$ cat src/rtl/if_fetch_unit.sv
// Instruction-fetch stage: owns the fetch PC, runs a req/ack imem port and
// buffers fetched {pc, instr} pairs in a small queue feeding the IF/ID latch.
module if_fetch_unit #(
   parameter logic [31:0] RESET_PC  = 32'h0000_0000,
   parameter logic [31:0] NOP_INSTR = 32'h0000_0013,
   parameter int          QDEPTH    = 2
) (
   input  logic        clk,
   input  logic        rst,
   input  logic        en,
   input  logic        stall_if,
   input  logic        redirect,
   input  logic [31:0] redirect_pc,
   output logic        imem_req,
   output logic [31:0] imem_addr,
   input  logic        imem_ack,
   input  logic [31:0] imem_rdata,
   output logic [31:0] pc_if,
   output logic [31:0] ir_if,
   output logic        if_valid
);

   localparam int PW = (QDEPTH > 1) ? $clog2(QDEPTH) : 1;
   localparam int CW = PW + 1;
   localparam logic [CW-1:0] FULL_COUNT = CW'(QDEPTH);

   typedef enum logic {
      FETCH = 1'b0,
      DROP  = 1'b1
   } state_t;

   state_t        state_q, state_d;
   logic [31:0]   fetch_pc_q, fetch_pc_d;
   logic [31:0]   drop_addr_q, drop_addr_d;
   logic [PW-1:0] rd_ptr_q, rd_ptr_d;
   logic [PW-1:0] wr_ptr_q, wr_ptr_d;
   logic [CW-1:0] count_q, count_d;

   logic [31:0]   pc_mem_q [QDEPTH];
   logic [31:0]   pc_mem_d [QDEPTH];
   logic [31:0]   ir_mem_q [QDEPTH];
   logic [31:0]   ir_mem_d [QDEPTH];

   logic          do_redirect;
   logic          handshake;
   logic          push;
   logic          pop;
   logic          room;

   assign room        = (count_q < FULL_COUNT);
   assign do_redirect = en & redirect;
   assign if_valid    = (count_q != '0);

   // Requests are gated by rst so the port is quiet for the whole reset pulse.
   assign imem_req  = ~rst & ((state_q == DROP) | room);
   assign imem_addr = (state_q == DROP) ? drop_addr_q : fetch_pc_q;
   assign handshake = imem_req & imem_ack;

   // A redirect beats both the push of same-cycle data and the pop.
   assign push = (state_q == FETCH) & handshake & ~do_redirect;
   assign pop  = en & ~stall_if & ~redirect & if_valid;

   assign pc_if = if_valid ? pc_mem_q[rd_ptr_q] : 32'h0;
   assign ir_if = if_valid ? ir_mem_q[rd_ptr_q] : NOP_INSTR;

   always_comb begin
      state_d     = state_q;
      fetch_pc_d  = fetch_pc_q;
      drop_addr_d = drop_addr_q;
      rd_ptr_d    = rd_ptr_q;
      wr_ptr_d    = wr_ptr_q;
      count_d     = count_q;

      if (do_redirect) begin
         rd_ptr_d   = '0;
         wr_ptr_d   = '0;
         count_d    = '0;
         fetch_pc_d = {redirect_pc[31:2], 2'b00};
      end else begin
         if (push) begin
            wr_ptr_d   = wr_ptr_q + PW'(1);
            fetch_pc_d = fetch_pc_q + 32'd4;
         end
         if (pop) begin
            rd_ptr_d = rd_ptr_q + PW'(1);
         end
         count_d = count_q + {{(CW-1){1'b0}}, push} - {{(CW-1){1'b0}}, pop};
      end

      case (state_q)
         FETCH: begin
            // An in-flight request cannot be withdrawn, so its answer is
            // swallowed in DROP before fetching from the new target.
            if (do_redirect && imem_req && !imem_ack) begin
               state_d     = DROP;
               drop_addr_d = fetch_pc_q;
            end
         end
         DROP: begin
            if (imem_ack) begin
               state_d = FETCH;
            end
         end
         default: state_d = FETCH;
      endcase
   end

   always_ff @(posedge clk or posedge rst) begin
      if (rst) begin
         state_q     <= FETCH;
         fetch_pc_q  <= RESET_PC;
         drop_addr_q <= RESET_PC;
         rd_ptr_q    <= '0;
         wr_ptr_q    <= '0;
         count_q     <= '0;
      end else begin
         state_q     <= state_d;
         fetch_pc_q  <= fetch_pc_d;
         drop_addr_q <= drop_addr_d;
         rd_ptr_q    <= rd_ptr_d;
         wr_ptr_q    <= wr_ptr_d;
         count_q     <= count_d;
      end
   end

   genvar gi;
   generate
      for (gi = 0; gi < QDEPTH; gi++) begin : g_entry
         always_comb begin
            pc_mem_d[gi] = pc_mem_q[gi];
            ir_mem_d[gi] = ir_mem_q[gi];
            if (push && (wr_ptr_q == PW'(gi))) begin
               pc_mem_d[gi] = fetch_pc_q;
               ir_mem_d[gi] = imem_rdata;
            end
         end

         always_ff @(posedge clk or posedge rst) begin
            if (rst) begin
               pc_mem_q[gi] <= 32'h0;
               ir_mem_q[gi] <= NOP_INSTR;
            end else begin
               pc_mem_q[gi] <= pc_mem_d[gi];
               ir_mem_q[gi] <= ir_mem_d[gi];
            end
         end
      end
   endgenerate

endmodule

$ cat config.mk
export PLATFORM = sky130hd
export DESIGN_NAME = if_fetch_unit
export DESIGN_NICKNAME = d
export VERILOG_FILES = /design/src/rtl/if_fetch_unit.sv
export SDC_FILE = /design/constraint.sdc
export NUM_CORES = 1
export LEC_CHECK = 0
export CAP_MARGIN = 20
export CORE_ASPECT_RATIO = 0.6
export CORE_MARGIN = 10
export CORE_UTILIZATION = 57
export CTS_CLUSTER_SIZE = 8
export DETAILED_ROUTE_END_ITERATION = 10
export GPL_TIMING_DRIVEN = 0
export PLACE_DENSITY = 0.91
export SETUP_SLACK_MARGIN = 0.5
export SLEW_MARGIN = 20
export SYNTH_ARGS = -nofsm -noshare
export SYNTH_HDL_FRONTEND = slang
export SYNTH_SLANG_ARGS = --single-unit
$ cat constraint.sdc
create_clock -name clk -period 13.3 [get_ports clk]
set_clock_uncertainty 0.1 [all_clocks]
set_input_delay 1.995 -clock clk [delete_from_list [all_inputs] [get_ports clk]]
set_output_delay 1.995 -clock clk [all_outputs]
set_load 0.02 [all_outputs]
# ---- Word-level counts from Yosys, hierarchy flattened
# Index checks and enable logic that the tools add are counted.
dict set report op_classes {
  n_addsub 5
  order_cmp 2
  muxes 19
  bitwise 16
  n_reduce_logical 9
}
# operator n
set ops {}
lappend ops {{2-to-1 mux 32 bit} 11}
lappend ops {{adder 32 x 3 -> 32 bit (second input constant)} 1}
lappend ops {{AND 1 bit} 8}
lappend ops {{2-to-1 mux 1 bit} 6}
lappend ops {{inverter 1 bit} 6}
lappend ops {{nonzero test 2 bit} 3}
lappend ops {{logical AND 1 bit} 4}
lappend ops {{adder 1 bit (second input constant)} 2}
lappend ops {{adder 2 x 1 -> 2 bit} 1}
lappend ops {{>= comparator 2 bit (second input constant)} 1}
lappend ops {{less-than comparator 2 bit (second input constant)} 1}
lappend ops {{2-to-1 mux 2 bit} 1}
lappend ops {{inverter 1 -> 2 bit} 1}
lappend ops {{case mux 1 bit (2 select lines)} 1}
lappend ops {{AND reduction 2 bit} 1}
lappend ops {{subtractor 2 x 1 -> 2 bit} 1}
lappend ops {{logical NOT 1 bit} 1}
lappend ops {{OR 1 bit} 1}
dict set report word_totals {
  ff_bits 197
  in_bits 70
  output_inout_bits 98
  word_cells 61
}

# ---- Logic depth before layout (Yosys ltp)
dict set report depth {
  word_depth 9
  mapped_depth 9
  depth_no_buf 8
}

# ---- Least setup slack after synthesis
# Ideal clock, no wire load.
dict set report synth_path {
  path_type {input-to-output}
  from {input rst}
  to {output imem_req}
  t_arrival_ns 2.356
  t_required_ns 11.205
  slack_ns 8.849
  stages 1
  n_path_buf 0
  path_cell_list {a21oi_1}
}
dict set report synth_between {
  elab_chain_cells 2
}
# item line
set synth_rtl {}
lappend synth_rtl {{start, declared} 9} ;# input logic rst,
lappend synth_rtl {{inverter 1 bit} 55} ;# assign imem_req = ~rst & ((state_q == DROP) | room);
lappend synth_rtl {{AND 1 bit} 55}
lappend synth_rtl {{end, declared} 14} ;# output logic imem_req,
# No other way between the ends.

# ---- Worst setup path after layout
# Ends and elaborated chain as after synthesis.

==> metrics.md <==
| Metric | Value |
|---|---|
| GR Util All Layers | `21.8%` |
| Cells after Synth | `761` |
| Clk root buf | `clkbuf_16` |
| Vias/cell | `5.87` |
| Final Util | `74.7%` |
| CP max FO | `4` |
| Hold Violations, Final | `0` |
| Die area | `21600 um^2` |
| Post-route ant nets | `0` |
| Avg WL per Cell | `20.6 um` |
| Final WL | `23.9 mm` |
| Largest area contributor in the netlist | `dfrtp_1` |
| Measured slew at the worst slew-check pin | `0.908 ns` |
| Mapped Area | `9100 um^2` |
| R2R Setup Slk | `10.38 ns` |
| Reg clk slew, reported paths | `0.06 ns` |
| Endpoint type of the worst setup path | `output pin` |
| Flops & latches, synth | `189` |
| Fin crit period | `5.64 ns` |
| Register area | `4740 um^2` |
| 1st-pass router iterations | `5` |
| Leak | `4.58 nW` |
| Via count | `6802` |
| Vias in the first global route | `6872` |
| Rel. slew slack | `39.5%` |
| DIE HEIGHT | `118 um` |
| Chip width | `183 um` |
| Post-CTS Hold Fix Bufs | `0` |
| Crit path kind | `in -> out` |
| VDD IR max | `0.000117 V` |
| RSZ-0062 raised after global routing | `false` |
| Non-filler instance count after layout | `1159` |
| CTS Sinks | `189` |
| Sum Neg Setup Slack | `0 ns` |
| Post-route cell area | `11600 um^2` |
| Max Root-Sink Buffers | `2` |
| Max-Cap Viols | `0` |
| Multi-input combinational cell area | `4080 um^2` |
| Main flop type after synthesis | `dfrtp_1` |
| CTS tree | `yes` |
| Port bufs | `161` |
| Asr flop ratio synth | `100%` |
| Top Ports | `168` |
| Post-synth cell types | `38` |
| Final setup vio count | `0` |
| Maximum clock rate | `177 MHz` |
| Grt total ovfl | `0` |
| Pre-CTS setup slack | `7.76 ns` |
| Arr. time, crit path | `3.54 ns` |
| First-pass GRT wire length | `37.9 mm` |
| Post-synth EDFFs | `0` |
| Diodes inserted | `0` |
| H-tree depth | `4` |
| Worst EP required | `11.20 ns` |
| Area contributors post-synth | `dfrtp_1 50%, mux2_2 23%, mux2i_1 6.8%, nor2_1 3.5%, clkbuf_1 2.2%` |
| Ys Warns | `0` |
| Detail Placement HPWL | `17.1 mm` |
| PD cells | `224 nW/um^2` |
| Worst Hold Class | `reg -> reg` |
| Area grow syn2layout | `27.3%` |
| Final worst slack | `7.66 ns` |
| Clock buffers created by TritonCTS | `17` |
| Initial antenna violation count | `0` |
| Post_cts resized | `0` |
| Share of the synthesized area in the top cell type | `50.3%` |
| Post-CTS Setup Inserts | `0` |
| Clk_lat worst skew | `0.42 ns` |
| Final nets | `1018` |
| Status | `completed` |
| Core ar. | `15500 um^2` |
| Worst Reg-to-Reg Cells | `6` |
| Fin. max-slew vios | `0` |
| Hold path cells | `2` |
| Fillers | `1002` |
| DRC | `0` |
| Initial Util | `58.7%` |
| Sequential area share after synthesis | `52.1%` |
| Mean Syn Cell Area | `12.0 um^2` |
| Share of layout cells above drive strength 1 | `24.2%` |
| 1st-iter DRT viols | `633` |
| Routability congestion estimate | `0.866` |
| DP Area | `11000 um^2` |
| # rows | `35` |
| Dpl cells | `1129` |
| Critical Path Start Type | `primary input` |
| Pin count of the biggest net entering global routing | `112` |
| Final period util | `42.4%` |
==> power breakdown <==
| part | leakage [nW] | switching [mW] | total (mW) | internal, mW |
|---|---|---|---|---|
| sequential | 2.23 | 0.137 | 0.970 | 0.833 |
| clock | 0.273 | 0.221 | 0.504 | 0.283 |
| combinational | 2.08 | 0.555 | 1.12 | 0.563 |
==> flip-flops by register name, summed over array words and instances, names as in the netlist <==
| name | cells |
|---|---|
| ir_mem_q | 64 |
| rd_ptr_q | 1 |
| fetch_pc_q | 30 |
| count_q | 2 |
| wr_ptr_q | 1 |
| drop_addr_q | 30 |
| pc_mem_q | 60 |
| state_q | 1 |
==> critical path: stages <==
cell and delay [ns]:
clkdlybuf4s50_1 0.57, a21oi_1 0.30, clkdlybuf4s50_1 0.67
==> logic make-up after synthesis <==
group / Yosys count / synth area share, %
mux: 246 / 29.6
flops: 189 / 52.1
simple gates: 185 / 9.78
buf+inv: 72 / 3.26
compound gates: 52 / 3.59
xor+xnor: 13 / 1.25
fa+ha+maj: 3 / 0.413
other cells: 1 / 0.0412
==> cell type report <==
type                            count  area share [%]
Timing Repair Buffer              162            14.1
Inverter                            5           0.227
Tap cell                          203            2.19
Sequential cell                   189            40.9
Clock inverter                     11            1.13
Clock buffer                       19            3.82
Buffer                             67            2.40
Multi-Input combinational cell    503            35.2
==> layer usage <==
metal	part of all wire (%)	GRT usage [%]
met1	46	30.7
met5	0	0
met2	45	33.1
met3	7.7	5.52
met4	1.1	4.84
==> worst paths after layout <==
kind,from,endpoint
setup / recovery,rst,imem_req
hold reg to reg,pc_mem_q[13],pc_mem_q[13]
setup reg to reg,state_q,pc_mem_q[42]
max in group asynchronous,rst,pc_mem_q[25]
min in group asynchronous,rst,pc_mem_q[18]
hold / removal,pc_mem_q[13],pc_mem_q[13]
==> synthesized netlist by cell type, types with 7 or more instances <==
cell type,instances
o21ai_0,15
a31oi_1,18
nand2_1,31
nor2_1,85
mux2i_1,62
clkbuf_1,53
nand4_1,16
or4_1,13
dfrtp_1,183
mux2_2,184
o31ai_1,11
nor3_1,7
nand3_1,9
xnor2_1,7
==> cell usage in the layout, fill, tap and decap left out, drive strengths merged, types with 11 or more instances in the layout <==
cell type | netlist | routed
nand2 | 31 | 31
or4 | 13 | 13
mux2i | 62 | 62
a31oi | 18 | 18
mux2 | 184 | 184
o21ai | 15 | 15
clkbuf | 55 | 74
clkdlybuf4s50 | 0 | 161
nor2 | 85 | 85
dfrtp | 183 | 183
nand4 | 16 | 16
buf | 12 | 13
o31ai | 11 | 11
==> stage by stage <==
stage | hold WS (ns) | total power, mW
3_5_place_dp | 0.387 | 2.09
5_1_grt | 0.417 | 2.73
6_report | 0.400 | 2.59
4_1_cts | 0.398 | 2.60
2_1_floorplan | 0.350 | 1.64
3_3_place_gp | 0.379 | 2.05
(Power assumes the default switching activity.)
